--- src/rtl/uart_tx_arbiter.sv ---
// Round-robin arbiter sharing one UART byte channel among NUM_REQ requesters, with lock/burst/timeout release.
// Latency 1 cycle from accept to out_valid; req_ready follows output slot_free so out_ready stalls propagate combinationally.
module uart_tx_arbiter #(
  parameter int NUM_REQ      = 2,
  parameter int DATA_WIDTH   = 8,
  parameter int MAX_BURST    = 16,
  parameter int LOCK_TIMEOUT = 255
) (
  input  logic                          clk,
  input  logic                          reset_n,
  input  logic [NUM_REQ-1:0]            req_valid,
  input  logic [NUM_REQ*DATA_WIDTH-1:0] req_data,
  input  logic [NUM_REQ-1:0]            req_lock,
  output logic [NUM_REQ-1:0]            req_ready,
  output logic                          out_valid,
  output logic [DATA_WIDTH-1:0]         out_data,
  input  logic                          out_ready,
  output logic                          grant_valid,
  output logic [$clog2(NUM_REQ)-1:0]    grant_id
);

  localparam int GW = $clog2(NUM_REQ);
  localparam int BW = (MAX_BURST > 0) ? $clog2(MAX_BURST + 1) : 1;
  localparam int IW = (LOCK_TIMEOUT > 0) ? $clog2(LOCK_TIMEOUT + 1) : 1;

  typedef enum logic {IDLE, GRANT} state_t;

  state_t                state_q;
  logic [GW-1:0]         grant_id_q;
  logic [GW-1:0]         rr_ptr_q;
  logic [BW-1:0]         burst_cnt_q;
  logic [IW-1:0]         idle_cnt_q;
  logic                  out_valid_q;
  logic [DATA_WIDTH-1:0] out_data_q;

  logic                  slot_free;
  logic                  g_valid;
  logic                  g_lock;
  logic [DATA_WIDTH-1:0] g_data;
  logic                  accept;
  logic                  burst_hit;
  logic                  timeout_hit;
  logic                  release_now;
  logic                  pick_vld;
  logic [GW-1:0]         pick_id;
  logic [GW-1:0]         next_ptr;

  function automatic int wrap_idx(input int s);
    return (s >= NUM_REQ) ? s - NUM_REQ : s;
  endfunction

  assign slot_free = !out_valid_q || out_ready;
  assign g_valid   = req_valid[grant_id_q];
  assign g_lock    = req_lock[grant_id_q];
  assign g_data    = req_data[grant_id_q*DATA_WIDTH +: DATA_WIDTH];
  assign accept    = (state_q == GRANT) && g_valid && slot_free;

  // Hits are evaluated on the pre-increment count so release lands on the Nth byte / Nth idle cycle.
  assign burst_hit   = (MAX_BURST > 0) && (burst_cnt_q == BW'(MAX_BURST - 1));
  assign timeout_hit = (LOCK_TIMEOUT > 0) && (idle_cnt_q >= IW'(LOCK_TIMEOUT - 1));
  assign release_now = (state_q == GRANT) &&
                       ((accept && (!g_lock || burst_hit)) ||
                        (!g_valid && (!g_lock || timeout_hit)));
  assign next_ptr    = (grant_id_q == GW'(NUM_REQ - 1)) ? '0 : grant_id_q + 1'b1;

  always_comb begin
    req_ready = '0;
    if (state_q == GRANT && slot_free) req_ready[grant_id_q] = 1'b1;
  end

  // Scan highest offset first so the requester nearest rr_ptr overwrites the others.
  always_comb begin
    pick_vld = 1'b0;
    pick_id  = '0;
    for (int k = NUM_REQ - 1; k >= 0; k--) begin
      if (req_valid[wrap_idx(int'(rr_ptr_q) + k)]) begin
        pick_vld = 1'b1;
        pick_id  = GW'(wrap_idx(int'(rr_ptr_q) + k));
      end
    end
  end

  always_ff @(posedge clk or negedge reset_n) begin
    if (!reset_n) begin
      state_q     <= IDLE;
      grant_id_q  <= '0;
      rr_ptr_q    <= '0;
      burst_cnt_q <= '0;
      idle_cnt_q  <= '0;
      out_valid_q <= 1'b0;
      out_data_q  <= '0;
    end else begin
      if (accept) begin
        out_valid_q <= 1'b1;
        out_data_q  <= g_data;
      end else if (out_ready) begin
        out_valid_q <= 1'b0;
      end

      case (state_q)
        IDLE: begin
          if (pick_vld) begin
            state_q     <= GRANT;
            grant_id_q  <= pick_id;
            burst_cnt_q <= '0;
            idle_cnt_q  <= '0;
          end
        end
        GRANT: begin
          if (accept && burst_cnt_q != '1) burst_cnt_q <= burst_cnt_q + 1'b1;
          if (accept || g_valid) begin
            idle_cnt_q <= '0;
          end else if (g_lock && idle_cnt_q != '1) begin
            idle_cnt_q <= idle_cnt_q + 1'b1;
          end
          if (release_now) begin
            state_q  <= IDLE;
            rr_ptr_q <= next_ptr;
          end
        end
        default: state_q <= IDLE;
      endcase
    end
  end

  assign out_valid   = out_valid_q;
  assign out_data    = out_data_q;
  assign grant_valid = (state_q == GRANT);
  assign grant_id    = grant_id_q;

endmodule

--- config.mk ---
export PLATFORM = sky130hd
export DESIGN_NAME = uart_tx_arbiter
export DESIGN_NICKNAME = d
export VERILOG_FILES = /design/src/rtl/uart_tx_arbiter.sv
export SDC_FILE = /design/constraint.sdc
export NUM_CORES = 1
export LEC_CHECK = 0
export BUFFER_PORTS_ARGS = -buffer_cell sky130_fd_sc_hd__buf_2
export CAP_MARGIN = 20
export CORE_ASPECT_RATIO = 1.1
export CORE_MARGIN = 2
export CORE_UTILIZATION = 31
export DETAILED_ROUTE_END_ITERATION = 8
export PLACE_DENSITY_LB_ADDON = 0.25
export SYNTH_ARGS = -nofsm -noshare
export SYNTH_HDL_FRONTEND = slang
export SYNTH_SLANG_ARGS = --single-unit
--- constraint.sdc ---
create_clock -name clk -period 2.01 [get_ports clk]
set_clock_uncertainty 0.05 [all_clocks]
set_input_delay 0.3015 -clock clk [delete_from_list [all_inputs] [get_ports clk]]
set_output_delay 0.3015 -clock clk [all_outputs]
set_load 0.05 [all_outputs]
==> key figures <==
Outcome
  – Status: completed

Critical path
  – Critical setup path kind: register to primary output
  – Crit path capture type: primary output
  – Critical Path Fanout Max: 12
  – Crit start category: register
  – CP required: 1.66 ns
  – Crit path arrival time: 1.54 ns

Timing
  – Relative slew slack: 61.6%
  – RSZ-0062 raised after global routing: false
  – Final Hold Violating Endpoints: 0
  – Fin crit share: 94.0%
  – Minimum clock period: 1.89 ns
  – Worst slew pin tran: 0.575 ns
  – Setup Viol. Count Final: 0
  – Post-route setup slack: 0.121 ns
  – Fmax: 529 MHz
  – Final max-slew violation count: 0

CTS
  – CTS Buf Count: 3
  – CTS sink cnt: 25
  – H-Tree Depth: 1
  – CTS tree: yes
  – Clock-pin slew on the worst setup and hold paths: 0.09 ns
  – Clock Root Buffer: clkbuf_8
  – Worst-Skew Late Latency: 0.27 ns
  – Clk buf depth: 2

Logic synthesis
  – Cells after Synth: 139
  – Synthesis Warnings: 0
  – Synthesized flop and latch total: 25
  – Post-synth top area share: 45.6%
  – Synth Area per Inst: 9.87 um^2
  – Synth top area cells: dfrtp_1, mux2i_1, nand2_1
  – Synth area leader: dfrtp_1
  – Seq/Total Area, Yosys: 45.6%
  – Async S/R FF share, synth: 100%
  – EDFF count, synth: 0
  – Ys flop type: dfrtp_1
  – Net Count, Synth: 167
  – Yosys cell types: 31
  – Mapped Area: 1370 um^2

Cells and area
  – Nets@finish: 204
  – Multi-input logic area: 696 um^2
  – Layout area overhead: 21.0%
  – Final non-filler cell total: 229
  – Sequential cell area: 626 um^2
  – Utilization after layout: 38.7%
  – Ant diodes: 0
  – Layout cells sized above 1: 27.4%
  – Filler Cell Count: 442

Floorplan
  – Initial Util: 32.0%
  – Core area: 4290 um^2
  – Row cnt: 25
  – Die width: 67.4 um
  – I/O pin cnt: 36
  – Die Span Y: 73.8 um
  – Die ar.: 4980 um^2

Global route
  – Gr ovfl total: 0
  – Tot GR Track Use: 12.0%
  – Vias in the first global route: 1,016
  – Initial antenna violation count: 0
  – Largest net degree at the start of global routing: 26
  – Wire length of the first global-routing pass: 4550 um

Routing
  – Vias per inst: 4.76
  – Final wirelength: 2880 um
  – Drt first-iter violations: 64
  – Vias: 1,090
  – Drt pass-1 iters: 4
  – ANT nets after route: 0
  – Routed WL per cell: 12.6 um
  – Post-route DRC: 0

Place
  – Place WS: 0.108 ns
  – Placed cells: 224
  – Detailed placement HPWL: 2200 um
  – IO buf count: 35
  – RePlAce Congestion: 0.817

Min path
  – Hold crit path type: primary input to register

Power
  – Pwr Density: 1420 nW/um^2
  – Static leakage: 0.825 nW
  – VDD IR max: 0.314 mV

Run
  – Max-Cap Viols: 0
per-layer routing:
layer  GRT usage, %  vias to the layer above  wire length [um]  part of all wire (%)
met3           2.30                        4               107                   3.7
met1           15.3                      510              1280                    44
li1               -                      559                 -                     -
met5              0                        -                 0                     0
met4           4.76                        0                41                   1.4
met2           19.8                       17              1450                    50
state kept, by name, summed over array words and instances (netlist names):
name and count:
out_valid 1, burst_cnt_q 5, idle_cnt_q 8, out_data 8, grant_id 1, rr_ptr_q 1, grant_valid 1
final timing paths:
kind                                           start                         end  slack [ns]  depth (start not counted)
max in group asynchronous                    reset_n   idle_cnt_q[5]$_DFFE_PN0P_        1.03                          2
min reg2reg                  out_data[5]$_DFFE_PN0P_     out_data[5]$_DFFE_PN0P_        0.44                          2
min                                      req_data[1]     out_data[1]$_DFFE_PN0P_        0.26                          3
min in group asynchronous                    reset_n  burst_cnt_q[3]$_DFFE_PN0P_        0.50                          2
max                             grant_id$_DFFE_PN0P_                req_ready[1]        0.12                          3
max reg2reg                idle_cnt_q[0]$_DFFE_PN0P_   idle_cnt_q[3]$_DFFE_PN0P_        0.20                          5
power breakdown:
| group | total [mW] | switching, mW | internal [mW] |
|---|---|---|---|
| registers | 0.814 | 0.157 | 0.657 |
| logic | 1.24 | 0.863 | 0.378 |
| clock network | 0.311 | 0.170 | 0.141 |
| total | 2.37 | 1.19 | 1.18 |
Yosys cell counts (2+ instances only):
| master | n |
|---|---|
| o2bb2ai_1 | 3 |
| xor2_1 | 6 |
| nand3b_1 | 2 |
| dfrtp_1 | 25 |
| o2111ai_1 | 2 |
| a21oi_1 | 2 |
| nand3_1 | 2 |
| and3_1 | 5 |
| clkbuf_1 | 3 |
| ha_1 | 5 |
| nor2_1 | 13 |
| o21ai_0 | 12 |
| inv_1 | 6 |
| nand2b_1 | 2 |
| nand4_1 | 4 |
| nand2_1 | 21 |
| mux2i_1 | 11 |
| buf_2 | 2 |
cell families after synthesis:
| family | share of synthesized area (%) |
|---|---|
| buf+inv | 4.01 |
| simple gates | 17.6 |
| compound gates | 14.8 |
| flops | 45.6 |
| fa+ha+maj | 4.56 |
| mux | 9.66 |
| xor+xnor | 3.83 |
cells in the final DEF, fill, tap and decap left out, types with 2 or more instances in the layout:
master and count:
buf_4 2, clkbuf_8 3, nor2_1 12, buf_2 35, and3_1 4, nand3b_1 2
nand3_1 2, inv_1 6, o2bb2ai_1 3, o21ai_0 12, ha_1 5, o2111ai_1 2
a21oi_1 2, mux2i_1 11, nand2b_1 2, dfrtp_1 25, xor2_1 6, nand2_1 21
nand4_1 4
worst max-delay path, stage by stage, from the launching register on:
cell and delay [ns]:
dfrtp_1 0.53, buf_4 0.29, and3_2 0.20, buf_2 0.25
final cells by class:
cell class | instances | share of cell area, %
Timing Repair Buffer | 38 | 12.1
Clock inverter | 1 | 0.452
Tap cell | 54 | 4.07
Inverter | 6 | 1.36
Sequential cell | 25 | 37.7
Clock buffer | 3 | 2.49
Multi-Input combinational cell | 102 | 41.9
what timing repair did:
action,in CTS,in global routing
hold buffers,1,0
buffers inserted,0,0
gates resized for setup,0,0
setup endpoints to repair,0,2
hold endpoints to repair,25,0
through the flow:
step	power [mW]	hold WS, ns	instance area [um^2]	setup TNS, ns
4_1_cts	2.39	0.262	1660	0
5_1_grt	2.55	0.263	1660	0
6_report	2.37	0.263	1660	0
3_3_place_gp	2.04	0.274	1600	0
2_1_floorplan	1.79	-0.0441	1380	-0.00180
3_5_place_dp	2.07	0.280	1600	0
(Power assumes the default switching activity.)
